`src/rtl/lsu_ad_arb_if.sv`:
```
// Request/grant bundle between the FU/LQ/SQ/MHQ sources and the AD-slot arbiter.
// The arbiter uses the slave modport; the sources collectively use the master modport.
interface lsu_ad_arb_if;
  logic       i_flush;
  logic       i_hold;
  logic       i_fill_req;
  logic       i_sq_req;
  logic       i_lq_req;
  logic       i_fu_req;
  logic       i_fu_is_store;
  logic       i_lq_full;
  logic       i_sq_full;
  logic       o_fill_gnt;
  logic       o_sq_gnt;
  logic       o_lq_gnt;
  logic       o_fu_gnt;
  logic       o_sq_stall;
  logic       o_lq_stall;
  logic       o_fu_stall;
  logic [2:0] o_starved;
  logic [3:0] o_last_gnt;

  modport slave (
    input  i_flush, i_hold, i_fill_req, i_sq_req, i_lq_req, i_fu_req,
           i_fu_is_store, i_lq_full, i_sq_full,
    output o_fill_gnt, o_sq_gnt, o_lq_gnt, o_fu_gnt,
           o_sq_stall, o_lq_stall, o_fu_stall, o_starved, o_last_gnt
  );

  modport master (
    output i_flush, i_hold, i_fill_req, i_sq_req, i_lq_req, i_fu_req,
           i_fu_is_store, i_lq_full, i_sq_full,
    input  o_fill_gnt, o_sq_gnt, o_lq_gnt, o_fu_gnt,
           o_sq_stall, o_lq_stall, o_fu_stall, o_starved, o_last_gnt
  );
endinterface

```
`src/rtl/lsu_ad_arb.sv`:
```
// Arbiter for the single LSU AD pipeline slot. Grants at most one of
// {fill, sq retire, lq replay, fu op} per cycle: fill first, then any starved
// requester (sq > lq > fu), then plain fixed priority sq > lq > fu.
// Per-requester saturating counters track consecutive denied cycles.
module lsu_ad_arb #(
  parameter  int STARVE_LIMIT = 8,
  localparam int CNT_W        = $clog2(STARVE_LIMIT + 1)
) (
  input logic         clk,
  input logic         n_rst,
  lsu_ad_arb_if.slave bus
);

  localparam logic [CNT_W-1:0] LIMIT = CNT_W'(STARVE_LIMIT);

  // One-hot grant vector layout: {fu, lq, sq, fill}
  localparam int G_FILL = 0;
  localparam int G_SQ   = 1;
  localparam int G_LQ   = 2;
  localparam int G_FU   = 3;

  logic             fill_e, sq_e, lq_e, fu_e;
  logic             sq_sat, lq_sat, fu_sat;
  logic [3:0]       gnt;
  logic [3:0]       last_gnt_q;
  logic [CNT_W-1:0] ctr_sq_q, ctr_lq_q, ctr_fu_q;

  // Counter step: clear on grant, on request drop or on flush, else saturate upward.
  function automatic logic [CNT_W-1:0] ctr_next(input logic [CNT_W-1:0] ctr,
                                                input logic             req,
                                                input logic             won,
                                                input logic             flush);
    if (won || !req || flush) return '0;
    if (ctr == LIMIT)         return ctr;
    return ctr + 1'b1;
  endfunction

  // Eligibility: flush squashes speculative lq/fu work; fu also needs a free queue entry.
  always_comb begin
    fill_e = bus.i_fill_req;
    sq_e   = bus.i_sq_req;
    lq_e   = bus.i_lq_req & ~bus.i_flush;
    fu_e   = bus.i_fu_req & ~bus.i_flush &
             ~(bus.i_fu_is_store ? bus.i_sq_full : bus.i_lq_full);
    sq_sat = (ctr_sq_q == LIMIT);
    lq_sat = (ctr_lq_q == LIMIT);
    fu_sat = (ctr_fu_q == LIMIT);
  end

  // Priority select; grants are forced low in reset and while the AD stage holds.
  always_comb begin
    // NOTE: assign a default before any branch so no path leaves gnt unassigned (no latch).
    gnt = '0;
    if (n_rst && !bus.i_hold) begin
      if      (fill_e)          gnt[G_FILL] = 1'b1;
      else if (sq_sat && sq_e)  gnt[G_SQ]   = 1'b1;
      else if (lq_sat && lq_e)  gnt[G_LQ]   = 1'b1;
      else if (fu_sat && fu_e)  gnt[G_FU]   = 1'b1;
      else if (sq_e)            gnt[G_SQ]   = 1'b1;
      else if (lq_e)            gnt[G_LQ]   = 1'b1;
      else if (fu_e)            gnt[G_FU]   = 1'b1;
    end
  end

  // Starvation counters and previous-grant record.
  always_ff @(posedge clk or negedge n_rst) begin
    if (!n_rst) begin
      ctr_sq_q   <= '0;
      ctr_lq_q   <= '0;
      ctr_fu_q   <= '0;
      last_gnt_q <= '0;
    end else begin
      // NOTE: non-blocking assignments so every register samples pre-edge values.
      ctr_sq_q   <= ctr_next(ctr_sq_q, bus.i_sq_req, gnt[G_SQ], bus.i_flush);
      ctr_lq_q   <= ctr_next(ctr_lq_q, bus.i_lq_req, gnt[G_LQ], bus.i_flush);
      ctr_fu_q   <= ctr_next(ctr_fu_q, bus.i_fu_req, gnt[G_FU], bus.i_flush);
      last_gnt_q <= gnt;
    end
  end

  // Output drive: grants, stalls for requesters that lost, and registered status.
  always_comb begin
    bus.o_fill_gnt = gnt[G_FILL];
    bus.o_sq_gnt   = gnt[G_SQ];
    bus.o_lq_gnt   = gnt[G_LQ];
    bus.o_fu_gnt   = gnt[G_FU];
    bus.o_sq_stall = bus.i_sq_req & ~gnt[G_SQ];
    bus.o_lq_stall = bus.i_lq_req & ~gnt[G_LQ];
    bus.o_fu_stall = bus.i_fu_req & ~gnt[G_FU];
    bus.o_starved  = {fu_sat, lq_sat, sq_sat};
    bus.o_last_gnt = last_gnt_q;
  end

endmodule
```
`src/flat_wrapper.sv`:
```
// flat-port wrapper written by rule: the top's interface ports become plain ports
module lsu_ad_arb_flat 
#(
  parameter  int STARVE_LIMIT = 8,
  localparam int CNT_W        = $clog2(STARVE_LIMIT + 1)
)
  (clk, n_rst, bus_i_flush, bus_i_hold, bus_i_fill_req, bus_i_sq_req, bus_i_lq_req, bus_i_fu_req, bus_i_fu_is_store, bus_i_lq_full, bus_i_sq_full, bus_o_fill_gnt, bus_o_sq_gnt, bus_o_lq_gnt, bus_o_fu_gnt, bus_o_sq_stall, bus_o_lq_stall, bus_o_fu_stall, bus_o_starved, bus_o_last_gnt);
  lsu_ad_arb_if bus_i ();
  input logic clk;
  input logic n_rst;
  input wire logic [$bits(bus_i.i_flush)-1:0] bus_i_flush;
  input wire logic [$bits(bus_i.i_hold)-1:0] bus_i_hold;
  input wire logic [$bits(bus_i.i_fill_req)-1:0] bus_i_fill_req;
  input wire logic [$bits(bus_i.i_sq_req)-1:0] bus_i_sq_req;
  input wire logic [$bits(bus_i.i_lq_req)-1:0] bus_i_lq_req;
  input wire logic [$bits(bus_i.i_fu_req)-1:0] bus_i_fu_req;
  input wire logic [$bits(bus_i.i_fu_is_store)-1:0] bus_i_fu_is_store;
  input wire logic [$bits(bus_i.i_lq_full)-1:0] bus_i_lq_full;
  input wire logic [$bits(bus_i.i_sq_full)-1:0] bus_i_sq_full;
  output wire logic [$bits(bus_i.o_fill_gnt)-1:0] bus_o_fill_gnt;
  output wire logic [$bits(bus_i.o_sq_gnt)-1:0] bus_o_sq_gnt;
  output wire logic [$bits(bus_i.o_lq_gnt)-1:0] bus_o_lq_gnt;
  output wire logic [$bits(bus_i.o_fu_gnt)-1:0] bus_o_fu_gnt;
  output wire logic [$bits(bus_i.o_sq_stall)-1:0] bus_o_sq_stall;
  output wire logic [$bits(bus_i.o_lq_stall)-1:0] bus_o_lq_stall;
  output wire logic [$bits(bus_i.o_fu_stall)-1:0] bus_o_fu_stall;
  output wire logic [$bits(bus_i.o_starved)-1:0] bus_o_starved;
  output wire logic [$bits(bus_i.o_last_gnt)-1:0] bus_o_last_gnt;
  assign bus_i.i_flush = bus_i_flush;
  assign bus_i.i_hold = bus_i_hold;
  assign bus_i.i_fill_req = bus_i_fill_req;
  assign bus_i.i_sq_req = bus_i_sq_req;
  assign bus_i.i_lq_req = bus_i_lq_req;
  assign bus_i.i_fu_req = bus_i_fu_req;
  assign bus_i.i_fu_is_store = bus_i_fu_is_store;
  assign bus_i.i_lq_full = bus_i_lq_full;
  assign bus_i.i_sq_full = bus_i_sq_full;
  assign bus_o_fill_gnt = bus_i.o_fill_gnt;
  assign bus_o_sq_gnt = bus_i.o_sq_gnt;
  assign bus_o_lq_gnt = bus_i.o_lq_gnt;
  assign bus_o_fu_gnt = bus_i.o_fu_gnt;
  assign bus_o_sq_stall = bus_i.o_sq_stall;
  assign bus_o_lq_stall = bus_i.o_lq_stall;
  assign bus_o_fu_stall = bus_i.o_fu_stall;
  assign bus_o_starved = bus_i.o_starved;
  assign bus_o_last_gnt = bus_i.o_last_gnt;
  lsu_ad_arb #(.STARVE_LIMIT(STARVE_LIMIT)) u_core (.clk(clk), .n_rst(n_rst), .bus(bus_i));
endmodule
```
`config.mk`:
```
export PLATFORM = sky130hd
export DESIGN_NAME = lsu_ad_arb_flat
export DESIGN_NICKNAME = d
export VERILOG_FILES = /design/src/rtl/lsu_ad_arb_if.sv /design/src/rtl/lsu_ad_arb.sv /design/src/flat_wrapper.sv
export SDC_FILE = /design/constraint.sdc
export NUM_CORES = 1
export LEC_CHECK = 0
export ABC_AREA = 1
export BUFFER_PORTS_ARGS = -buffer_cell sky130_fd_sc_hd__buf_4
export CAP_MARGIN = 20
export CORE_MARGIN = 4
export CORE_UTILIZATION = 49
export CTS_BUF_LIST = sky130_fd_sc_hd__clkbuf_2 sky130_fd_sc_hd__clkbuf_4 sky130_fd_sc_hd__clkbuf_8
export CTS_CLUSTER_DIAMETER = 150
export DETAILED_ROUTE_END_ITERATION = 10
export PLACE_DENSITY = 0.78
export SKIP_LAST_GASP = 1
export SYNTH_ARGS = -nofsm -noshare
export SYNTH_HDL_FRONTEND = slang
export SYNTH_SLANG_ARGS = --single-unit
```
`constraint.sdc`:
```
create_clock -name clk -period 1.3 [get_ports clk]
set_input_delay 0.26 -clock clk [delete_from_list [all_inputs] [get_ports clk]]
set_output_delay 0.26 -clock clk [all_outputs]
set_load 0.02 [all_outputs]
```
==> impl_metrics.csv <==
group,metric,value,unit
status,status,"finished, violations left",
status,violations,"setup timing",
floorplan,fp.dieW,53.1,um
worst_setup_path,critical_path_required,1.04,ns
sta,hold_slack,0.206,ns
worst_setup_path,worst_setup_path_end_kind,"output port",
sta,finalHoldViolCount,0,
grt,antenna_found_initial,0,
logic_synthesis,synth-edff-count,0,
detailed_routing,via_per_inst,4.94,
sta,slew-limit-headroom,81.3,%
worst_setup_path,worstSetupPathType,"flop to output port",
worst_hold_path,hold_end,"u_core.bus.o_last_gnt[0]",
sta,setup_violations,23,
cts,clk_pin_slew,0.10,ns
worst_setup_path,worstRegToRegCells,11,
floorplan,rows,16,
detailed_routing,vias,1038,
power_and_ir_drop,internal-power,743,uW
grt,grt_util_all_layers,24.6,%
sta,worst_pin_slew,0.280,ns
detailed_routing,wirelength,3.37,mm
sta,fin_crit_sh,153,%
power_and_ir_drop,power_frac_comb,25.4,%
cts,worstSkewPairLatency,0.28,ns
logic_synthesis,yosysSeqAreaShare,40.2,%
placement,place_inst,193,
detailed_routing,detail-route-antenna-nets,0,
floorplan,core_area,1940,um2
worst_hold_path,min_from,"bus_i_fill_req",
power_and_ir_drop,p_leak,0.906,nW
cts,htree_levels,1,
cts,cts_buffers,3,
detailed_routing,drtPass1Iterations,6,
grt,grt_pass1_wl,4.89,mm
final_layout,antenna-diode-count,0,
worst_setup_path,startpoint_type,"flop",
sta,drv_slew,0,
power_and_ir_drop,pwr-share-seq,49.0,%
placement,io_buffers,24,
final_layout,multi_input_area,637,um2
grt,grt_pass1_vias,1120,
logic_synthesis,ys_ff_latch,16,
worst_setup_path,reg2reg_setup_slack,-0.35,ns
worst_hold_path,worstHoldPathType,"input port to flop",
floorplan,start_util,51.4,%
worst_hold_path,hold-path-cell-count,3,
logic_synthesis,synth.avg_cell_area,8.11,um2
final_layout,stdcell_count,210,
floorplan,die_h,53.1,um
worst_setup_path,cp.arrival,1.73,ns
worst_setup_path,path_max_fanout,3,
floorplan,ioPinCount,25,
detailed_routing,drc,0,
placement,dp_slack,-0.313,ns
worst_setup_path,timing.rr.end,"u_core.ctr_lq_q[1]",
power_and_ir_drop,p_sw_share,29.4,%
grt,overflow,0,
logic_synthesis,synth_area_leaders,"dfrtp_1 (40%), inv_1 (10%), ha_1 (7.5%)",
logic_synthesis,synth_most_common_cell,"inv_1",
worst_setup_path,r2r-start,"u_core.ctr_lq_q[0]",
grt,grt_max_degree,17,
power_and_ir_drop,p_sw,310,uW
sta,rsz0062_at_grt,"yes",
cts,numClockSinks,16,
final_layout,seq_area,400,um2
logic_synthesis,synth_ff_type,"dfrtp_1",
logic_synthesis,async_flop_share,100,%
power_and_ir_drop,power_density,615,nW/um2
logic_synthesis,yosys.area.top_type_share,40.2,%
sta,setup_ws,-0.686,ns
cts,cts-root-buf,"clkbuf_4",
final_layout,drive_gt1_share,59.6,%
placement,routabilityCongestion,0.751,
final_layout,nNetsFinal,202,
logic_synthesis,yosys.area.top_type,"dfrtp_1",
sta,period_minus_slack,1.99,ns
power_and_ir_drop,ir_worst_vdd,0.000730,V
power_and_ir_drop,clkPwrFrac,25.6,%
final_layout,area.growth.synth_to_final,71.5,%
detailed_routing,drt_iter0_drc,24,
job,cap_viol_max_count,0,
placement,hpwl,1.84,mm
logic_synthesis,synth.cell_area,997,um2
sta,fin_skew,0.00222,ns
logic_synthesis,ys_top_cells_by_count,"inv_1 (27), nand2_1 (20), nor2_1 (18)",
logic_synthesis,synthDistinctLibCells,20,
logic_synthesis,synthCells,123,
sta,fmax,504,MHz
final_layout,fillCellCount,95,
logic_synthesis,yosys_warnings,0,
floorplan,design.die.area,2820,um2
logic_synthesis,syn_nets,140,
cts,cts_tree,"done",
detailed_routing,wire_per_inst,16.0,um
cts,clockBufferDepth,2,
[cell families after synthesis]
| kind of cell | Yosys count | share of synthesized area, % |
|---|---|---|
| buffers and inverters | 32 | 13.2 |
| AOI/OAI and AO/OA | 4 | 2.01 |
| DFF | 16 | 40.2 |
| and+or+nand+nor | 58 | 31.0 |
| xor gates and xnor gates | 7 | 6.15 |
| adders and majority gates | 6 | 7.53 |
[cell usage in the layout, fill, tap and decap left out]
master         instances
ha_4                   2
nor2_2                 7
o21ai_0                1
nand2_2                5
clkbuf_4               3
nand2_4                5
nand3b_1               1
o21ai_1                2
inv_4                  4
nand4_1                1
nor2_4                 8
buf_6                 12
inv_1                 18
nor2_8                 1
or2_2                  1
nand3_1                4
inv_2                  7
nand3_2                1
ha_2                   1
nand2_1               13
nand3_4                4
dfrtp_1               16
a21oi_1                1
ha_1                   3
nor2_1                 6
buf_4                 47
nand2_8                1
xor2_1                 7
dlygate4sd3_1          1
[worst max-delay path: stages (launching register included)]
cell     delay (ns)
dfrtp_1        0.41
inv_2          0.09
ha_4           0.15
nand2_4        0.06
nor2_8         0.12
nand3_4        0.10
nand2_1        0.09
nand2_1        0.08
nand2_2        0.10
inv_4          0.05
nor2_4         0.08
buf_6          0.12
[per-stage QoR]
stage	area, um2	power (mW)	utilization (%)	TNS, ns
after floorplan	1060	0.623	-	-1.06
after global placement	1420	0.713	73.1	-2.85
after detailed placement	1420	0.719	73.1	-3.57
after CTS	1630	1.01	83.7	-6.68
after global routing	1710	1.10	88.1	-9.31
final	1710	1.05	88.1	-8.00
[routing by layer]
metal  track usage, %  up-vias  routed length, um
li1                 -      479                  -
met5                0        -                  0
met1             26.2      512               1220
met3             3.94       14                117
met2             48.8       33               1970
met4             6.38        0                 64
[cell type report]
type | count | share of cell area (%)
Inverter | 29 | 6.95
Multi-Input combinational cell | 75 | 37.2
Timing Repair Buffer | 60 | 29.1
Clock buffer | 3 | 1.32
Sequential cell | 16 | 23.4
Tap cell | 27 | 1.98
[worst max-delay path by stage]
stage | startpoint | end | slack, ns | cells past startpoint
floorplan | u_core.ctr_lq_q[0] | bus_o_sq_stall | -0.25 | 10
global placement | u_core.ctr_sq_q[1] | bus_o_fu_stall | -0.27 | 11
detailed placement | u_core.ctr_sq_q[0] | bus_o_lq_stall | -0.31 | 11
CTS | u_core.ctr_lq_q[0] | bus_o_sq_stall | -0.57 | 11
global route | u_core.ctr_fu_q[0] | bus_o_sq_stall | -0.74 | 11
finish | u_core.ctr_fu_q[0] | bus_o_sq_stall | -0.69 | 11
[registers in the layout (all words and copies together) (netlist names)]
register and count:
u_core.ctr_sq_q 4, u_core.bus.o_last_gnt 4, u_core.ctr_fu_q 4, u_core.ctr_lq_q 4
[power by group through the flow]
stage          logic, mW  registers, mW  clock network, mW
6_report           0.267          0.516              0.269
5_1_grt            0.291          0.517              0.287
4_1_cts            0.229          0.515              0.262
3_5_place_dp       0.194          0.525                  0
3_3_place_gp       0.189          0.524                  0
2_1_floorplan     0.0927          0.531                  0
[repair_timing]
action	4_1_cts	5_1_grt
setup buffers	14	5
endpoints found under the hold margin	16	0
setup endpoints to repair	21	24
resized for setup	22	26
hold buffers	1	0
gates cloned	0	0
pin swaps	13	13
Power figures use the tool's default switching activity.
